`config.mk`:
```
export PLATFORM = sky130hd
export DESIGN_NAME = branch_resolve
export DESIGN_NICKNAME = d
export VERILOG_FILES = /design/src/rtl/branch_resolve_pkg.sv /design/src/rtl/branch_resolve_cond.sv /design/src/rtl/branch_resolve.sv
export SDC_FILE = /design/constraint.sdc
export NUM_CORES = 1
export LEC_CHECK = 0
export ABC_AREA = 1
export ABC_CLOCK_PERIOD_IN_PS = 2200
export CAP_MARGIN = 25
export CORE_MARGIN = 5
export CORE_UTILIZATION = 45
export CTS_CLUSTER_DIAMETER = 150
export DETAILED_ROUTE_END_ITERATION = 16
export PLACE_DENSITY = 0.81
export SKIP_LAST_GASP = 1
export SYNTH_ARGS = -nofsm -noshare
export SYNTH_HDL_FRONTEND = slang
export SYNTH_SLANG_ARGS = --single-unit
export TNS_END_PERCENT = 1
```
`constraint.sdc`:
```
create_clock -name clk -period 2.2 [get_ports clk]
set_input_delay 0.22 -clock clk [delete_from_list [all_inputs] [get_ports clk]]
set_output_delay 0.22 -clock clk [all_outputs]
set_load 0.1 [all_outputs]
```
`src/rtl/branch_resolve_pkg.sv`:
```
// Shared definitions for the branch resolution unit.
//   Op codes presented by EX, plus the resolver state encoding.
package branch_resolve_pkg;

  localparam logic [2:0] OP_NONE = 3'd0;
  localparam logic [2:0] OP_BEQ  = 3'd1;
  localparam logic [2:0] OP_BNE  = 3'd2;
  localparam logic [2:0] OP_BLEZ = 3'd3;
  localparam logic [2:0] OP_BGTZ = 3'd4;
  localparam logic [2:0] OP_BLTZ = 3'd5;
  localparam logic [2:0] OP_BGEZ = 3'd6;
  localparam logic [2:0] OP_JUMP = 3'd7;

  typedef enum logic {
    IDLE     = 1'b0,
    REDIRECT = 1'b1
  } state_e;

endpackage

```
`src/rtl/branch_resolve_cond.sv`:
```
// Combinational branch condition evaluator.
//   op_i     : branch op code
//   eq_i..sgte_i : comparator flags for the instruction
//   taken_o  : branch outcome (0 for OP_NONE)
module branch_resolve_cond
  import branch_resolve_pkg::*;
(
  input  logic [2:0] op_i,
  input  logic       eq_i,
  input  logic       neq_i,
  input  logic       slt_i,
  input  logic       slte_i,
  input  logic       sgt_i,
  input  logic       sgte_i,
  output logic       taken_o
);

  always_comb begin
    taken_o = 1'b0;
    unique case (op_i)
      OP_NONE: taken_o = 1'b0;
      OP_BEQ:  taken_o = eq_i;
      OP_BNE:  taken_o = neq_i;
      OP_BLEZ: taken_o = slte_i;
      OP_BGTZ: taken_o = sgt_i;
      OP_BLTZ: taken_o = slt_i;
      OP_BGEZ: taken_o = sgte_i;
      OP_JUMP: taken_o = 1'b1;
      default: taken_o = 1'b0;
    endcase
  end

endmodule

```
`src/rtl/branch_resolve.sv`:
```
// Branch resolution unit.
//   Accepts a branch from EX (in_valid/in_ready), evaluates its condition,
//   compares with the fetch prediction and, on a mispredict, pulses flush
//   and holds a redirect to fetch until redir_ready. Every resolution is
//   reported on res_valid/res_taken; br_count/mis_count saturate.
// Ports:
//   clk, rst_n           : clock, async active-low reset
//   in_valid/in_ready    : EX handshake (in_ready only depends on state)
//   in_op, in_pc4, in_target, in_pred_taken : branch metadata
//   eq..sgte             : comparator flags
//   redir_valid/ready/pc : redirect handshake to fetch
//   flush                : one-cycle kill of younger instructions
//   res_valid, res_taken : resolution report to the predictor
//   cnt_clr              : synchronous counter clear (wins over increment)
//   br_count, mis_count  : saturating performance counters
//
// state    | meaning
// IDLE     | ready to accept an instruction from EX
// REDIRECT | mispredict outstanding; redirect held until fetch accepts
module branch_resolve
  import branch_resolve_pkg::*;
#(
  parameter int WIDTH = 32,
  parameter int CNT_W = 16
) (
  input  logic             clk,
  input  logic             rst_n,
  input  logic             in_valid,
  output logic             in_ready,
  input  logic [2:0]       in_op,
  input  logic [WIDTH-1:0] in_pc4,
  input  logic [WIDTH-1:0] in_target,
  input  logic             in_pred_taken,
  input  logic             eq,
  input  logic             neq,
  input  logic             slt,
  input  logic             slte,
  input  logic             sgt,
  input  logic             sgte,
  output logic             redir_valid,
  input  logic             redir_ready,
  output logic [WIDTH-1:0] redir_pc,
  output logic             flush,
  output logic             res_valid,
  output logic             res_taken,
  input  logic             cnt_clr,
  output logic [CNT_W-1:0] br_count,
  output logic [CNT_W-1:0] mis_count
);

  localparam logic [CNT_W-1:0] CNT_MAX = {CNT_W{1'b1}};

  state_e           state_q, state_d;
  logic [WIDTH-1:0] redir_pc_q, redir_pc_d;
  logic             flush_q, flush_d;
  logic             res_valid_q, res_valid_d;
  logic             res_taken_q, res_taken_d;
  logic [CNT_W-1:0] br_q, br_d;
  logic [CNT_W-1:0] mis_q, mis_d;

  logic taken;
  logic accept;
  logic is_br;
  logic mispredict;

  branch_resolve_cond u_cond (
    .op_i    (in_op),
    .eq_i    (eq),
    .neq_i   (neq),
    .slt_i   (slt),
    .slte_i  (slte),
    .sgt_i   (sgt),
    .sgte_i  (sgte),
    .taken_o (taken)
  );

  assign accept     = in_valid && (state_q == IDLE);
  assign is_br      = (in_op != OP_NONE);
  assign mispredict = is_br && (taken != in_pred_taken);

  always_comb begin
    state_d     = state_q;
    redir_pc_d  = redir_pc_q;
    flush_d     = 1'b0;
    res_valid_d = 1'b0;
    res_taken_d = 1'b0;
    unique case (state_q)
      IDLE: begin
        if (accept && is_br) begin
          res_valid_d = 1'b1;
          res_taken_d = taken;
          if (mispredict) begin
            flush_d    = 1'b1;
            state_d    = REDIRECT;
            redir_pc_d = taken ? in_target : in_pc4;
          end
        end
      end
      REDIRECT: begin
        // Anything EX offers now is wrong-path; only the fetch handshake matters.
        if (redir_ready) state_d = IDLE;
      end
      default: state_d = IDLE;
    endcase
  end

  // Counters advance on the accept edge so they line up with res_valid.
  always_comb begin
    br_d  = br_q;
    mis_d = mis_q;
    if (cnt_clr) begin
      br_d  = '0;
      mis_d = '0;
    end else if (accept && is_br) begin
      if (br_q != CNT_MAX) br_d = br_q + 1'b1;
      if (mispredict && (mis_q != CNT_MAX)) mis_d = mis_q + 1'b1;
    end
  end

  always_ff @(posedge clk or negedge rst_n) begin
    if (!rst_n) begin
      state_q     <= IDLE;
      redir_pc_q  <= '0;
      flush_q     <= 1'b0;
      res_valid_q <= 1'b0;
      res_taken_q <= 1'b0;
      br_q        <= '0;
      mis_q       <= '0;
    end else begin
      state_q     <= state_d;
      redir_pc_q  <= redir_pc_d;
      flush_q     <= flush_d;
      res_valid_q <= res_valid_d;
      res_taken_q <= res_taken_d;
      br_q        <= br_d;
      mis_q       <= mis_d;
    end
  end

  assign in_ready    = (state_q == IDLE);
  assign redir_valid = (state_q == REDIRECT);
  assign redir_pc    = redir_pc_q;
  assign flush       = flush_q;
  assign res_valid   = res_valid_q;
  assign res_taken   = res_taken_q;
  assign br_count    = br_q;
  assign mis_count   = mis_q;

endmodule

```
==> results.md, run 1 <==
- Die X: 104 um
- Setup WS post-layout: 301 ps
- Setup repair bufs after CTS: 0
- Yosys warnings: 0
- Initial drt markers: 179
- Endpoint class of the critical path: register
- Area of the multi-input gates: 1900 um2
- Grt total ovfl: 0
- Post-Syn Instances: 531
- HP Class: in -> async
- Per-instance average area after synthesis: 7.56 um2
- Cell taking the most area after synthesis: dfrtp_1
- CTS root buf: clkbuf_8
- Max incr delay on CP: 430 ps
- Clock transition at the registers of the reported paths: 80 ps
- WHS: 389 ps
- Synthesized area: 4010 um2
- Slew Limit Fails: 0
- Synthesized Nets: 612
- Area added between synthesis and finish: 42.5%
- Top FF cell, synth: dfrtp_1
- Max Clock Skew: 10.0 ps
- Final #Nets: 760
- Die area: 10900 um2
- Core area: 8720 um2
- Final wirelength: 11.4 mm
- RSZ-0062 raised after global routing: no
- Slew @ Worst Pin: 551 ps
- Vias in the first global route: 4166
- Place WS: 163 ps
- Worst EP required: 2440 ps
- Initial antenna violation count: 0
- DR DRC count: 0
- Seq/Total Area, Yosys: 42.4%
- Final Cycle Share: 86.3%
- Slowest CP cell: dfrtp_2
- CP bufs+invs: 1
- Post-synth cell types: 34
- Share of the synthesized area in the top cell type: 42.4%
- I/O pin count: 148
- Die Y: 104 um
- Max clock buf depth: 2
- Post-synth EDFFs: 0
- Setup Viol. Count Final: 0
- LEAKAGE: 2.86 nW
- Count leader, synth: nand2_1
- Tmin final: 1900 ps
- Initial Util: 46.0%
- Outcome: completed
- Top delay family on crit path: simple AND/OR/NAND/NOR gates
- Global-route usage over all layers: 21.2%
- Rows: 34
- Share of cells above drive strength 1: 21.5%
- CTS sink cnt: 68
- Critical Path AT: 2140 ps
- Via density: 5.21
- Maximum fanout along the worst path: 12
- TritonCTS clock tree: built
- Cell mode on critical path: nand2_1
- Sequential Area: 1720 um2
- First-pass GRT wire length: 19.2 mm
- Critical path type: reg -> reg
- PD cells: 930 nW/um2
- Max Cap Viol: 0
- Final Hold Fails: 0
- HPWL Detailed: 8.76 mm
- CTS H-tree lvls: 3
- Worst skew pair latency: 340 ps
- Largest cells by area after synthesis: dfrtp_1 (42%), nand2_1 (13%), inv_1 (6.5%)
- Largest net degree at the start of global routing: 65
- RD Place Congestion: 0.934
- Post-DR wirelength/cell: 14.3 um
- Port bufs: 147
- Maximum vdd drop: 807 uV
- Router iterations before antenna repair: 6
- # fillers: 736
- Seq cells post-synth: 68
- TritonCTS Buffers: 9
- Via count: 4129
- Rel. slew slack: 63.2%
- Async S/R FF share, synth: 100%
- Most instantiated cells after synthesis: nand2_1 (136), inv_1 (70), dfrtp_1 (68)
- Crit start category: register
- Max Clock Freq: 0.527 GHz
- Crit-path cells: ha_1 > nand2_1 > nor3_4 > nand3_2 > nor2_2 > nor2_4 > nor2_8 > inv_2 > nand2_1 > nand2_1
- N_diodes: 0
- Final ANT Viol Nets: 0
==> metrics by stage <==
step,power (mW),TNS [ps],utilization [%],instance area [um2],cells
after global placement,4.26,0,63.1,5510,775
final,5.32,0,65.6,5720,792
after floorplan,3.55,-235,-,4030,531
after global routing,5.52,0,65.6,5720,792
after detailed placement,4.29,0,63.1,5510,775
after CTS,5.35,0,65.6,5720,792
==> path summary, 6_finish.rpt <==
kind / start / to / slack (ps) / cells past startpoint
worst max-delay path: br_count[0]$_DFFE_PN0P_ / br_count[4]$_DFFE_PN0P_ / 300 / 10
max in group asynchronous: rst_n / br_count[2]$_DFFE_PN0P_ / 1070 / 3
worst min register to register: redir_pc[24]$_DFFE_PN0P_ / redir_pc[24]$_DFFE_PN0P_ / 500 / 2
worst min-delay path: rst_n / br_count[15]$_DFFE_PN0P_ / 390 / 2
min in group clk: redir_ready / redir_valid$_DFF_PN0_ / 480 / 2
worst max register to register: br_count[0]$_DFFE_PN0P_ / br_count[4]$_DFFE_PN0P_ / 300 / 10
==> sequential cells by signal, indices dropped and copies added (netlist names) <==
name and count:
redir_pc 32, mis_count 16, res_taken 1, flush 1
br_count 16, res_valid 1, redir_valid 1
==> metal layers <==
| layer | GRT usage, % | vias up | share of wire (%) |
|---|---|---|---|
| met5 | 0 | - | 0 |
| met4 | 9.90 | 0 | 2.2 |
| met3 | 7.14 | 20 | 9.5 |
| met2 | 34.0 | 164 | 49 |
| met1 | 25.7 | 1898 | 40 |
| li1 | - | 2047 | - |
==> final cells by class <==
class / instances / area share (%)
clock buffer: 12 / 2.71
clock inverter: 4 / 0.831
inverter: 78 / 5.12
multi-input combinational: 359 / 33.3
sequential: 68 / 30.1
tap: 108 / 2.36
timing repair buffer: 163 / 25.6
==> cells in the final DEF (no fill, tap or decap), drive strengths merged <==
cell           count
a21oi              1
a31o               1
buf               85
bufinv             1
clkbuf            12
clkdlybuf4s50     77
clkinv             2
clkinvlp           1
dfrtp             68
dlygate4sd3        1
ha                 2
inv               78
nand2            138
nand3             38
nand3b             2
nand4             33
nor2              37
nor3               5
o211ai            32
o21ai             49
o21bai             1
o22ai              1
or2                3
xnor2              1
xor2              15
==> worst reg2reg max path, delay by kind of cell, from the launching register on <==
kind                     cells  cell delay [ps]
flip-flops                   1              430
adder cells (fa/ha/maj)      1              210
AND/OR/NAND/NOR              8             1020
buffers and inverters        1              140
==> kinds of logic (layout without fill, tap and decap cells) <==
group / after synthesis / count (layout) / synth area share (%)
XOR/XNOR: 16 / 16 / 3.49
buffers and inverters: 104 / 257 / 10.4
flip-flops: 68 / 68 / 42.4
AO/OA/AOI/OAI: 85 / 85 / 13.7
adder cells (fa/ha/maj): 2 / 2 / 0.624
AND/OR/NAND/NOR: 256 / 256 / 29.4
==> power by group <==
part	leakage, nW	switching, mW	total (mW)	internal (mW)
registers	0.866	0.134	1.60	1.46
clock network	0.102	0.477	1.06	0.582
logic	1.89	2.09	2.66	0.570
total	2.86	2.71	5.32	2.61
==> timing repair <==
item,in CTS,in global routing
hold buffers,1,0
resized for setup,0,0
setup endpoints to repair,0,0
endpoints found under the hold margin,21,0
No activity file was read; power rests on OpenSTA's default activity.
==> inputs of run 2 (changes only) <==
Settings changed: SKIP_CTS_REPAIR_TIMING from default to 1, SKIP_LAST_GASP 1 to default.
==> results.md, run 2 (synthesis gave the netlist of run 1 again) <==
- DR DRC count: 0
- CTS H-tree lvls: 3
- Setup WS post-layout: 301 ps
- Most frequent cells in the layout: nand2_1 (135), buf_4 (80), clkdlybuf4s50_1 (77)
- Die Y: 104 um
- Area of the multi-input gates: 1900 um2
- Crit-path cells: ha_1 > nand2_1 > nor3_4 > nand3_2 > nor2_2 > nor2_4 > nor2_8 > inv_2 > nand2_1 > nand2_1
- Max incr delay on CP: 430 ps
- Core area: 8720 um2
- CP startpoint: br_count[0]$_DFFE_PN0P_
- Top delay family on crit path: simple AND/OR/NAND/NOR gates
- Place WS: 163 ps
- Rel. slew slack: 63.3%
- Share of cells above drive strength 1: 21.5%
- Maximum fanout along the worst path: 12
- Most common cell after layout, fill and taps aside: nand2_1
- Post-route setup TNS: 0 ps
- Final wirelength: 11.3 mm
- Setup Viol. Count Final: 0
- CP Depth: 10
- Pwr Total: 5.32 mW
- Die X: 104 um
- Critical path type: reg -> reg
- Slew @ Worst Pin: 551 ps
- Initial antenna violation count: 0
- N_diodes: 0
- HP Class: in -> async
- Sequential Area: 1720 um2
- Final Hold Fails: 0
- Worst skew pair latency: 340 ps
- Die area: 10900 um2
- Reg-to-reg slack, setup: 300 ps
- LEAKAGE: 2.86 nW
- Grt total ovfl: 0
- Largest net degree at the start of global routing: 65
- WHS: 389 ps
- HPWL Detailed: 8.76 mm
- RSZ-0062 raised after global routing: no
- PD cells: 930 nW/um2
- CTS sink cnt: 68
- Max Clock Skew: 8.23 ps
- Critical path endpoint: br_count[4]$_DFFE_PN0P_
- Max clock buf depth: 2
- Cells after DPL: 775
- Rows: 34
- Number of flip-flops in the largest register: 32
- CP bufs+invs: 1
- Via density: 5.21
- Post-route cell area: 5720 um2
- DP Area: 5510 um2
- Initial drt markers: 178
- Clock transition at the registers of the reported paths: 80 ps
- First-pass GRT wire length: 19.2 mm
- I/O pin count: 148
- Via count: 4124
- Cell mode on critical path: nand2_1
- TritonCTS Buffers: 9
- Slowest CP cell: dfrtp_2
- Worst reg2reg path endpoint: br_count[4]$_DFFE_PN0P_
- Outcome: completed
- Endpoint class of the critical path: register
- Final ANT Viol Nets: 0
- Max Clock Freq: 0.527 GHz
- Slew Limit Fails: 0
- Utilization after layout: 65.6%
- Initial Util: 46.0%
- Tmin final: 1900 ps
- Global-route usage over all layers: 21.2%
- Maximum vdd drop: 806 uV
- Critical Path AT: 2140 ps
- Final Non-Filler Cells: 792
- Final #Nets: 760
- Router iterations before antenna repair: 6
- Max Cap Viol: 0
- TritonCTS clock tree: built
- Final Cycle Share: 86.3%
- CTS root buf: clkbuf_8
- Area added between synthesis and finish: 42.5%
- Worst EP required: 2440 ps
- Crit start category: register
- Worst reg2reg startpoint: br_count[0]$_DFFE_PN0P_
- Vias in the first global route: 4160
- # fillers: 736
- Worst R2R Path Depth: 10
- Post-DR wirelength/cell: 14.3 um
- Port bufs: 147
- RD Place Congestion: 0.934
[run 2: cell counts in the layout (fill, tap and decap cells not counted)]
No cell type changed its count.
[run 2: per-layer routing]
layer	vias to the layer above	part of all wire [%]	global-route usage, %
li1	2047	-	-
met1	1895	40	25.7
met2	162	49	33.9
met3	20	9.4	7.08
met4	0	2.2	9.90
met5	-	0	0
[run 2: power breakdown]
| group | internal [mW] | total [mW] | leakage [nW] | switching (mW) |
|---|---|---|---|---|
| clock | 0.582 | 1.06 | 0.102 | 0.475 |
| combinational | 0.570 | 2.66 | 1.89 | 2.09 |
| sequential | 1.46 | 1.60 | 0.866 | 0.134 |
[run 2: area by class of cell]
| type | instances | share of cell area (%) |
|---|---|---|
| flip-flops and latches | 68 | 30.1 |
| multi-input cells | 359 | 33.3 |
| clock inverters | 4 | 0.831 |
| clock buffers | 12 | 2.71 |
| well taps | 108 | 2.36 |
| inverters | 78 | 5.12 |
| repair buffers | 163 | 25.6 |
[run 2: worst min path at each step]
| stage | startpoint | cells past startpoint | endpoint | slack [ps] |
|---|---|---|---|---|
| global route | rst_n | 2 | br_count[3]$_DFFE_PN0P_ | 450 |
| global placement | rst_n | 1 | br_count[13]$_DFFE_PN0P_ | 230 |
| finish | rst_n | 2 | br_count[15]$_DFFE_PN0P_ | 390 |
| floorplan | rst_n | 0 | br_count[0]$_DFFE_PN0P_ | -80 |
| CTS | rst_n | 1 | br_count[13]$_DFFE_PN0P_ | -130 |
| detailed placement | rst_n | 1 | br_count[13]$_DFFE_PN0P_ | 240 |
